`src/rtl/pipe_hazard_ctrl_pkg.sv`:
```
`default_nettype none
// +----------------------------------------------------------------------------+
// | pipe_hazard_ctrl_pkg                                                       |
// | Shared opcodes, FSM state encoding and helpers for the hazard controller.  |
// | Revision: 1.0                                                              |
// +----------------------------------------------------------------------------+
package pipe_hazard_ctrl_pkg;

    localparam logic [6:0] OP_LOAD   = 7'b0000011;
    localparam logic [6:0] OP_STORE  = 7'b0100011;
    localparam logic [6:0] OP_BRANCH = 7'b1100011;
    localparam logic [6:0] OP_JAL    = 7'b1101111;
    localparam logic [6:0] OP_JALR   = 7'b1100111;

    typedef enum logic [0:0] {
        ST_RUN      = 1'b0,
        ST_MEM_WAIT = 1'b1
    } state_t;

    function automatic logic [31:0] sat_inc32(input logic [31:0] value);
        return (value == 32'hFFFF_FFFF) ? value : value + 32'd1;
    endfunction

endpackage
`default_nettype wire

```
`src/rtl/pipe_hazard_ctrl_hazard_detect.sv`:
```
`default_nettype none
// +----------------------------------------------------------------------------+
// | hazard_detect                                                              |
// | Combinational load-use comparator between the EX load and the ID operands. |
// | Revision: 1.0                                                              |
// +----------------------------------------------------------------------------+
module hazard_detect
    import pipe_hazard_ctrl_pkg::*;
(
    input  logic [4:0] id_rs1,
    input  logic [4:0] id_rs2,
    input  logic       id_use_rs1,
    input  logic       id_use_rs2,
    input  logic [4:0] ex_rd,
    input  logic       ex_is_load,
    output logic       load_use
);

    logic w_rs1_hit;
    logic w_rs2_hit;

    // x0 is hardwired to zero, so a load targeting it never creates a dependency.
    assign w_rs1_hit = id_use_rs1 & (id_rs1 == ex_rd);
    assign w_rs2_hit = id_use_rs2 & (id_rs2 == ex_rd);
    assign load_use  = ex_is_load & (ex_rd != 5'd0) & (w_rs1_hit | w_rs2_hit);

endmodule
`default_nettype wire

```
`src/rtl/pipe_hazard_ctrl.sv`:
```
`default_nettype none
// +----------------------------------------------------------------------------+
// | pipe_hazard_ctrl                                                           |
// | Stall/flush/bubble controller for the 5-stage RV32I pipeline.              |
// | Revision: 1.0                                                              |
// +----------------------------------------------------------------------------+
module pipe_hazard_ctrl
    import pipe_hazard_ctrl_pkg::*;
#(
    parameter int unsigned MEM_TIMEOUT = 255
) (
    input  logic        clk,
    input  logic        rst_n,
    input  logic [4:0]  id_rs1_i,
    input  logic [4:0]  id_rs2_i,
    input  logic        id_use_rs1_i,
    input  logic        id_use_rs2_i,
    input  logic [4:0]  ex_rd_i,
    input  logic        ex_is_load_i,
    input  logic        ex_redirect_i,
    input  logic        mem_req_i,
    input  logic        dmem_ready_i,
    output logic        pc_stall_o,
    output logic        if_id_stall_o,
    output logic        if_id_flush_o,
    output logic        id_ex_stall_o,
    output logic        id_ex_flush_o,
    output logic        ex_mem_stall_o,
    output logic        mem_wb_bubble_o,
    output logic        pc_redirect_o,
    output logic        mem_timeout_o,
    output logic [31:0] stall_cnt_o
);

    localparam logic [7:0] C_TIMEOUT = 8'(MEM_TIMEOUT);

    state_t      r_state;
    state_t      w_next_state;
    logic [7:0]  r_wait_cnt;
    logic [7:0]  w_wait_inc;
    logic        r_timeout;
    logic [31:0] r_stall_cnt;

    logic w_freeze;
    logic w_load_use;
    logic w_lu_stall;
    logic w_pc_stall;
    logic w_if_id_stall;
    logic w_if_id_flush;
    logic w_id_ex_stall;
    logic w_id_ex_flush;
    logic w_ex_mem_stall;
    logic w_mem_wb_bubble;
    logic w_pc_redirect;

    assign w_freeze   = mem_req_i & ~dmem_ready_i;
    assign w_wait_inc = r_wait_cnt + 8'd1;

    hazard_detect u_hazard_detect (
        .id_rs1     (id_rs1_i),
        .id_rs2     (id_rs2_i),
        .id_use_rs1 (id_use_rs1_i),
        .id_use_rs2 (id_use_rs2_i),
        .ex_rd      (ex_rd_i),
        .ex_is_load (ex_is_load_i),
        .load_use   (w_load_use)
    );

    // A load-use only costs a frozen slot when neither a freeze nor a redirect wins.
    assign w_lu_stall = ~w_freeze & ~ex_redirect_i & w_load_use;

    always_comb begin
        w_next_state    = r_state;
        w_pc_stall      = 1'b0;
        w_if_id_stall   = 1'b0;
        w_if_id_flush   = 1'b0;
        w_id_ex_stall   = 1'b0;
        w_id_ex_flush   = 1'b0;
        w_ex_mem_stall  = 1'b0;
        w_mem_wb_bubble = 1'b0;
        w_pc_redirect   = 1'b0;

        case (r_state)
            ST_RUN: begin
                if (w_freeze) begin
                    w_next_state = ST_MEM_WAIT;
                end
            end
            ST_MEM_WAIT: begin
                if (dmem_ready_i | ~mem_req_i) begin
                    w_next_state = ST_RUN;
                end
            end
            default: begin
                w_next_state = ST_RUN;
            end
        endcase

        if (w_freeze) begin
            w_pc_stall      = 1'b1;
            w_if_id_stall   = 1'b1;
            w_id_ex_stall   = 1'b1;
            w_ex_mem_stall  = 1'b1;
            w_mem_wb_bubble = 1'b1;
        end else if (ex_redirect_i) begin
            w_pc_redirect   = 1'b1;
            w_if_id_flush   = 1'b1;
            w_id_ex_flush   = 1'b1;
        end else if (w_load_use) begin
            w_pc_stall      = 1'b1;
            w_if_id_stall   = 1'b1;
            w_id_ex_flush   = 1'b1;
        end
    end

    // Strobes are gated so the pipeline sees nothing while reset is held.
    assign pc_stall_o      = rst_n & w_pc_stall;
    assign if_id_stall_o   = rst_n & w_if_id_stall;
    assign if_id_flush_o   = rst_n & w_if_id_flush;
    assign id_ex_stall_o   = rst_n & w_id_ex_stall;
    assign id_ex_flush_o   = rst_n & w_id_ex_flush;
    assign ex_mem_stall_o  = rst_n & w_ex_mem_stall;
    assign mem_wb_bubble_o = rst_n & w_mem_wb_bubble;
    assign pc_redirect_o   = rst_n & w_pc_redirect;
    assign mem_timeout_o   = r_timeout;
    assign stall_cnt_o     = r_stall_cnt;

    always_ff @(posedge clk or negedge rst_n) begin
        if (!rst_n) begin
            r_state     <= ST_RUN;
            r_wait_cnt  <= 8'd0;
            r_timeout   <= 1'b0;
            r_stall_cnt <= 32'd0;
        end else begin
            r_state <= w_next_state;

            // Only frozen MEM_WAIT cycles count; the release cycle is not a wait.
            if (r_state == ST_RUN && w_freeze) begin
                r_wait_cnt <= 8'd0;
            end else if (r_state == ST_MEM_WAIT && w_freeze && r_wait_cnt != C_TIMEOUT) begin
                r_wait_cnt <= w_wait_inc;
                if (w_wait_inc == C_TIMEOUT) begin
                    r_timeout <= 1'b1;
                end
            end

            if (w_freeze | w_lu_stall) begin
                r_stall_cnt <= sat_inc32(r_stall_cnt);
            end
        end
    end

endmodule
`default_nettype wire

```
`config.mk`:
```
export PLATFORM = sky130hd
export DESIGN_NAME = pipe_hazard_ctrl
export DESIGN_NICKNAME = d
export VERILOG_FILES = /design/src/rtl/pipe_hazard_ctrl_pkg.sv /design/src/rtl/pipe_hazard_ctrl_hazard_detect.sv /design/src/rtl/pipe_hazard_ctrl.sv
export SDC_FILE = /design/constraint.sdc
export NUM_CORES = 1
export LEC_CHECK = 0
export BUFFER_PORTS_ARGS = -buffer_cell sky130_fd_sc_hd__buf_2
export CAP_MARGIN = 20
export CORE_ASPECT_RATIO = 1.5
export CORE_MARGIN = 2
export CORE_UTILIZATION = 40
export DETAILED_ROUTE_END_ITERATION = 6
export GPL_TIMING_DRIVEN = 1
export HOLD_SLACK_MARGIN = 0.15
export SYNTH_ARGS = -nofsm -noshare
export SYNTH_HDL_FRONTEND = slang
export SYNTH_SLANG_ARGS = --single-unit
```
`constraint.sdc`:
```
create_clock -name clk -period 3.7 [get_ports clk]
set_input_delay 0.74 -clock clk [delete_from_list [all_inputs] [get_ports clk]]
set_output_delay 0.74 -clock clk [all_outputs]
set_load 0.01 [all_outputs]
```
* Word level (Yosys, flattened, before mapping)
Cells that the tools add are included. W data, S select, Z words.
Word-level totals: bits in registers 42, input bits 23, output and inout port bits 41, logic and storage cells 51
Operators by class: $add $sub $neg 2, equal/unequal tests 5, mux-type cells 12, bitwise operators 21, reductions and logical operators 7
Operator list (count):
- $add A32 B1 Y32 const B | 1
- $eq A32 B32 Y1 const B | 1
- $mux W8 | 2
- $and A1 B1 Y1 | 11
- $eq A5 B5 Y1 | 2
- $mux W1 | 9
- $add A8 B1 Y8 const B | 1
- $eq A8 B8 Y1 const B | 1
- $ne A8 B8 Y1 const B | 1
- $not A1 Y1 | 7
- $reduce_bool A5 Y1 | 1
- $logic_and A1 B1 Y1 | 3
- $or A1 B1 Y1 | 3
- $reduce_and A3 Y1 | 1
- $pmux W1 S2 | 1
- $reduce_and A2 Y1 | 1
- $reduce_bool A2 Y1 | 1

* Depth between registers and ports, before layout
depth after elaboration 8, depth in mapped cells 9, depth with buffers taken out 7

* By module
Synthesis repeated with hierarchy kept, for this count alone.
Second synthesis, totals: cells, all modules 252, area, all modules 2438.6 um^2
Modules (own cells, without submodules):
- pipe_hazard_ctrl | times used 1, cells an instance 235, area each 2304.7 um^2, sequential area each 1051.0 um^2
- hazard_detect | times used 1, cells an instance 17, area each 133.9 um^2, sequential area each 0.0 um^2

* Worst setup path before layout
Ideal clock, no wire load.
path kind input to output, from in ex_rd_i[1], to out pc_stall_o, arrival time 1952 ps, required time 2960 ps, setup slack 1008 ps, stages on the path 5, buffers on the path 1, cell sequence or4_1 > o21ai_0 > o21ai_0 > and3_1 > buf_4
Between the ends: word-level cells in the longest chain between the ends 8, elaborated cells between the ends (all ways) 12, those cells by class 2 x eq/ne; 3 x mux; 6 x bitwise; 1 x reduce/logical
RTL lines:
- start, declared | line pipe_hazard_ctrl.sv:18 | input logic [4:0] ex_rd_i,
- $eq A5 B5 Y1, on equally long branches | line pipe_hazard_ctrl_hazard_detect.sv:23, pipe_hazard_ctrl_hazard_detect.sv:24
- $and A1 B1 Y1, on equally long branches | line pipe_hazard_ctrl_hazard_detect.sv:23, pipe_hazard_ctrl_hazard_detect.sv:24
- $or A1 B1 Y1 | line pipe_hazard_ctrl_hazard_detect.sv:25 | assign load_use = ex_is_load & (ex_rd != 5'd0) & (w_rs1_hit | w_rs2_hit);
- $and A1 B1 Y1 * | line pipe_hazard_ctrl_hazard_detect.sv:25
- $mux W1 * (3 in series)
- $and A1 B1 Y1 *
- end, declared | line pipe_hazard_ctrl.sv:23 | output logic pc_stall_o,
Every way passes the cells marked *; elsewhere a longest branch is shown, timed or not.

* Worst setup path in the final report
from in ex_rd_i[1], to out if_id_stall_o
Between the ends: word-level cells in the longest chain between the ends 8, elaborated cells between the ends (all ways) 12, those cells by class 2 x eq/ne; 3 x mux; 6 x bitwise; 1 x reduce/logical
RTL lines:
- $eq A5 B5 Y1, on equally long branches | line pipe_hazard_ctrl_hazard_detect.sv:23, pipe_hazard_ctrl_hazard_detect.sv:24
- $and A1 B1 Y1, on equally long branches | line pipe_hazard_ctrl_hazard_detect.sv:23, pipe_hazard_ctrl_hazard_detect.sv:24
- $or A1 B1 Y1 | line pipe_hazard_ctrl_hazard_detect.sv:25
- $and A1 B1 Y1 * | line pipe_hazard_ctrl_hazard_detect.sv:25
- $mux W1 * | line pipe_hazard_ctrl.sv:109 | end else if (w_load_use) begin
- $mux W1 * | line pipe_hazard_ctrl.sv:105 | end else if (ex_redirect_i) begin
- $mux W1 * | line pipe_hazard_ctrl.sv:99 | if (w_freeze) begin
- $and A1 B1 Y1 * | line pipe_hazard_ctrl.sv:118 | assign if_id_stall_o = rst_n & w_if_id_stall;
- end, declared | line pipe_hazard_ctrl.sv:24 | output logic if_id_stall_o,
Marked as above.

==> flow_summary_export.csv <==
group,metric,value,unit
status,status,"complete, no violations",
logic_synthesis,synth_edf_count,0,
finish,post-route-util,49.4,%
die,start_util,41.6,%
logic_synthesis,syn_area,2280,sq um
placed_design,hpwl,3740,um
global_routing,grt_first_pass_wirelength,8370,um
routing,drt_iter0_drc,90,
die,die_h,96.5,um
die,core,5490,sq um
placed_design,dp_cells,362,
clock_network,cts_max_path_buffers,2,
timing,hold_viol,0,
setup_path,critical_path_class,"in2out",
clock_network,cts_root_buffer,"clkbuf_8",
power,peakVddDrop,269,uV
finish,antenna_cells,0,
logic_synthesis,ys_ff_latch,42,
setup_path,critPathMaxFanout,3,
clock_network,clock_latency,0.29,ns
timing,tightest_slew,0.407,ns
die,die_area,6340,sq um
logic_synthesis,syn_area_per_cell,9.63,sq um
clock_network,cts.sinks,42,
routing,route.vias.total,1901,
die,floorplan.rows,33,
finish,drive_above_1_share,26.0,%
global_routing,antenna_found_initial,0,
die,io-pin-count,64,
clock_network,cts_buffers,5,
timing,relSlewSlack,72.6,%
placed_design,gp_congestion,0.742,
global_routing,grt_start_max_net_pins,30,
setup_path,critPathLaunchType,"primary input",
routing,wirelength,4900,um
clock_network,cts_resized,0,
clock_network,htreeDepth,2,
timing,clock_skew,0.00452,ns
job,cap_violations,0,
timing,hold_ws,0.375,ns
routing,ant_nets,0,
global_routing,grt_pass1_vias,1869,
clock_network,cts_hold_buf,0,
logic_synthesis,synthCells,237,
placed_design,numPortBuffers,63,
setup_path,critPathArrivalTime,2.17,ns
global_routing,track_usage,17.1,%
power,p_total,0.967,mW
logic_synthesis,synth_ff_type,"dfrtp_1",
timing,setup_viol,0,
routing,route.detailed.wl_per_inst,13.2,um
routing,drc_errors,0,
die,die_x,65.7,um
timing,fin_crit,2.91,ns
timing,setup_tns,0,ns
clock_network,clkTransAtPathRegs,0.08,ns
global_routing,grt_overflow_total,0,
logic_synthesis,yosysUniqueCellTypes,38,
finish,syn_to_final_growth,19.0,%
routing,drt-pass1-iter-count,4,
setup_path,crit_path_end_kind,"output port",
logic_synthesis,async_flop_share,100,%
clock_network,post_cts_buffers,0,
finish,final_cell_count_no_fill,370,
logic_synthesis,yosys_warnings,0,
placed_design,dp_slack,0.793,ns
setup_path,crit_required,2.96,ns
finish,fin_nets,325,
timing,rsz0062_at_grt,"no",
clock_network,cts_tree,"yes",
logic_synthesis,ys_seq_area_share,46.1,%
timing,worst_slack,0.790,ns
timing,fin_crit_sh,78.7,%
hold_path,hold_class,"in2async",
routing,avgViaCountPerCell,5.14,
timing,fmax,344,MHz
logic_synthesis,synth_fp_nets,263,
timing,final_max_slew_viol_count,0,
finish,post-route-cell-area,2720,sq um
power,p_leak,1.45,nW
placed_design,dpl_cell_area,2620,sq um
power,power_density,356,nW/um^2
==> critical path, cell delays in order <==
cell and delay (ns):
buf_2 0.12, or4_1 0.52, o21ai_0 0.22, o21ai_0 0.20
and3_1 0.23, buf_2 0.14
==> where the power goes <==
| part | total [mW] | switching, mW | internal (mW) | leakage, nW |
|---|---|---|---|---|
| registers | 0.520 | 0.0348 | 0.485 | 0.562 |
| clock network | 0.305 | 0.154 | 0.151 | 0.0482 |
| logic | 0.143 | 0.0780 | 0.0647 | 0.844 |
| total | 0.967 | 0.267 | 0.700 | 1.45 |
==> final timing paths <==
check | depth (start not counted) | from | to | slack [ns]
setup / recovery | 6 | ex_rd_i[1] | if_id_stall_o | 0.79
hold / removal | 1 | rst_n | stall_cnt_o[5] | 0.37
setup reg to reg | 7 | stall_cnt_o[0] | stall_cnt_o[1] | 1.22
hold reg to reg | 1 | stall_cnt_o[12] | stall_cnt_o[12] | 0.48
max in group asynchronous | 2 | rst_n | r_state | 2.63
min in group clk | 1 | stall_cnt_o[12] | stall_cnt_o[12] | 0.48
==> kinds of logic (layout without fill, tap and decap cells) <==
logic type / Yosys count / count (layout) / share of synthesized area [%]
muxes: 2 / 2 / 0.987
buffers and inverters: 17 / 80 / 4.50
and+or+nand+nor: 105 / 105 / 22.7
DFF: 42 / 42 / 46.1
adders and majority gates: 3 / 3 / 1.64
AOI/OAI and AO/OA: 24 / 24 / 7.24
xor gates and xnor gates: 44 / 44 / 16.9
==> final cells by class <==
type	count	area, sq um
Clock buffer	7	86.3
Clock inverter	1	5.00
Fill cell	563	2780
Inverter	7	26.3
Multi-Input combinational cell	178	1130
Sequential cell	42	1050
Tap cell	70	87.6
Timing Repair Buffer	65	330
==> cell usage in the layout (no fill, tap or decap), drive strengths merged <==
master,instances
and3,9
dfrtp,42
ha,3
xnor2,15
mux2,2
a31o,1
clkinv,1
and2,1
or2,2
a21oi,2
nor3,10
nor2,20
nand2,30
o22a,1
nand4,5
buf,65
or3,2
a41o,2
nor2b,1
nand2b,3
inv,7
clkbuf,7
xor2,29
o211ai,1
or4,2
nor4b,2
o221ai,1
o41ai,1
nor4,7
a21o,1
o21ai,10
o21bai,2
nand3,11
o31ai,2
==> cells in the mapped netlist (all sizes together), types with 2 or more instances <==
library cell	instances	area [sq um]
a21oi	2	10.0
a41o	2	20.0
and3	9	56.3
buf	8	68.8
clkbuf	2	7.51
dfrtp	42	1050
ha	3	37.5
inv	7	26.3
mux2	2	22.5
nand2	30	113
nand2b	3	18.8
nand3	11	55.1
nand4	5	31.3
nor2	20	75.1
nor3	10	50.1
nor4	7	43.8
nor4b	2	17.5
o21ai	10	50.1
o21bai	2	15.0
o31ai	2	15.0
or2	2	12.5
or3	2	17.5
or4	2	15.0
xnor2	15	131
xor2	29	254
==> registers in the layout, indices dropped and copies added, names as in the netlist <==
name,cells
stall_cnt_o,32
r_wait_cnt,8
r_state,1
mem_timeout_o,1
==> metal layers <==
metal | vias to the layer above | wire length, um | global-route usage (%)
met5 | - | 0 | 0
met4 | 0 | 82 | 6.25
met3 | 8 | 242 | 4.06
met2 | 44 | 2600 | 31.4
met1 | 921 | 1980 | 18.9
li1 | 928 | - | -
Power figures use the tool's default switching activity.
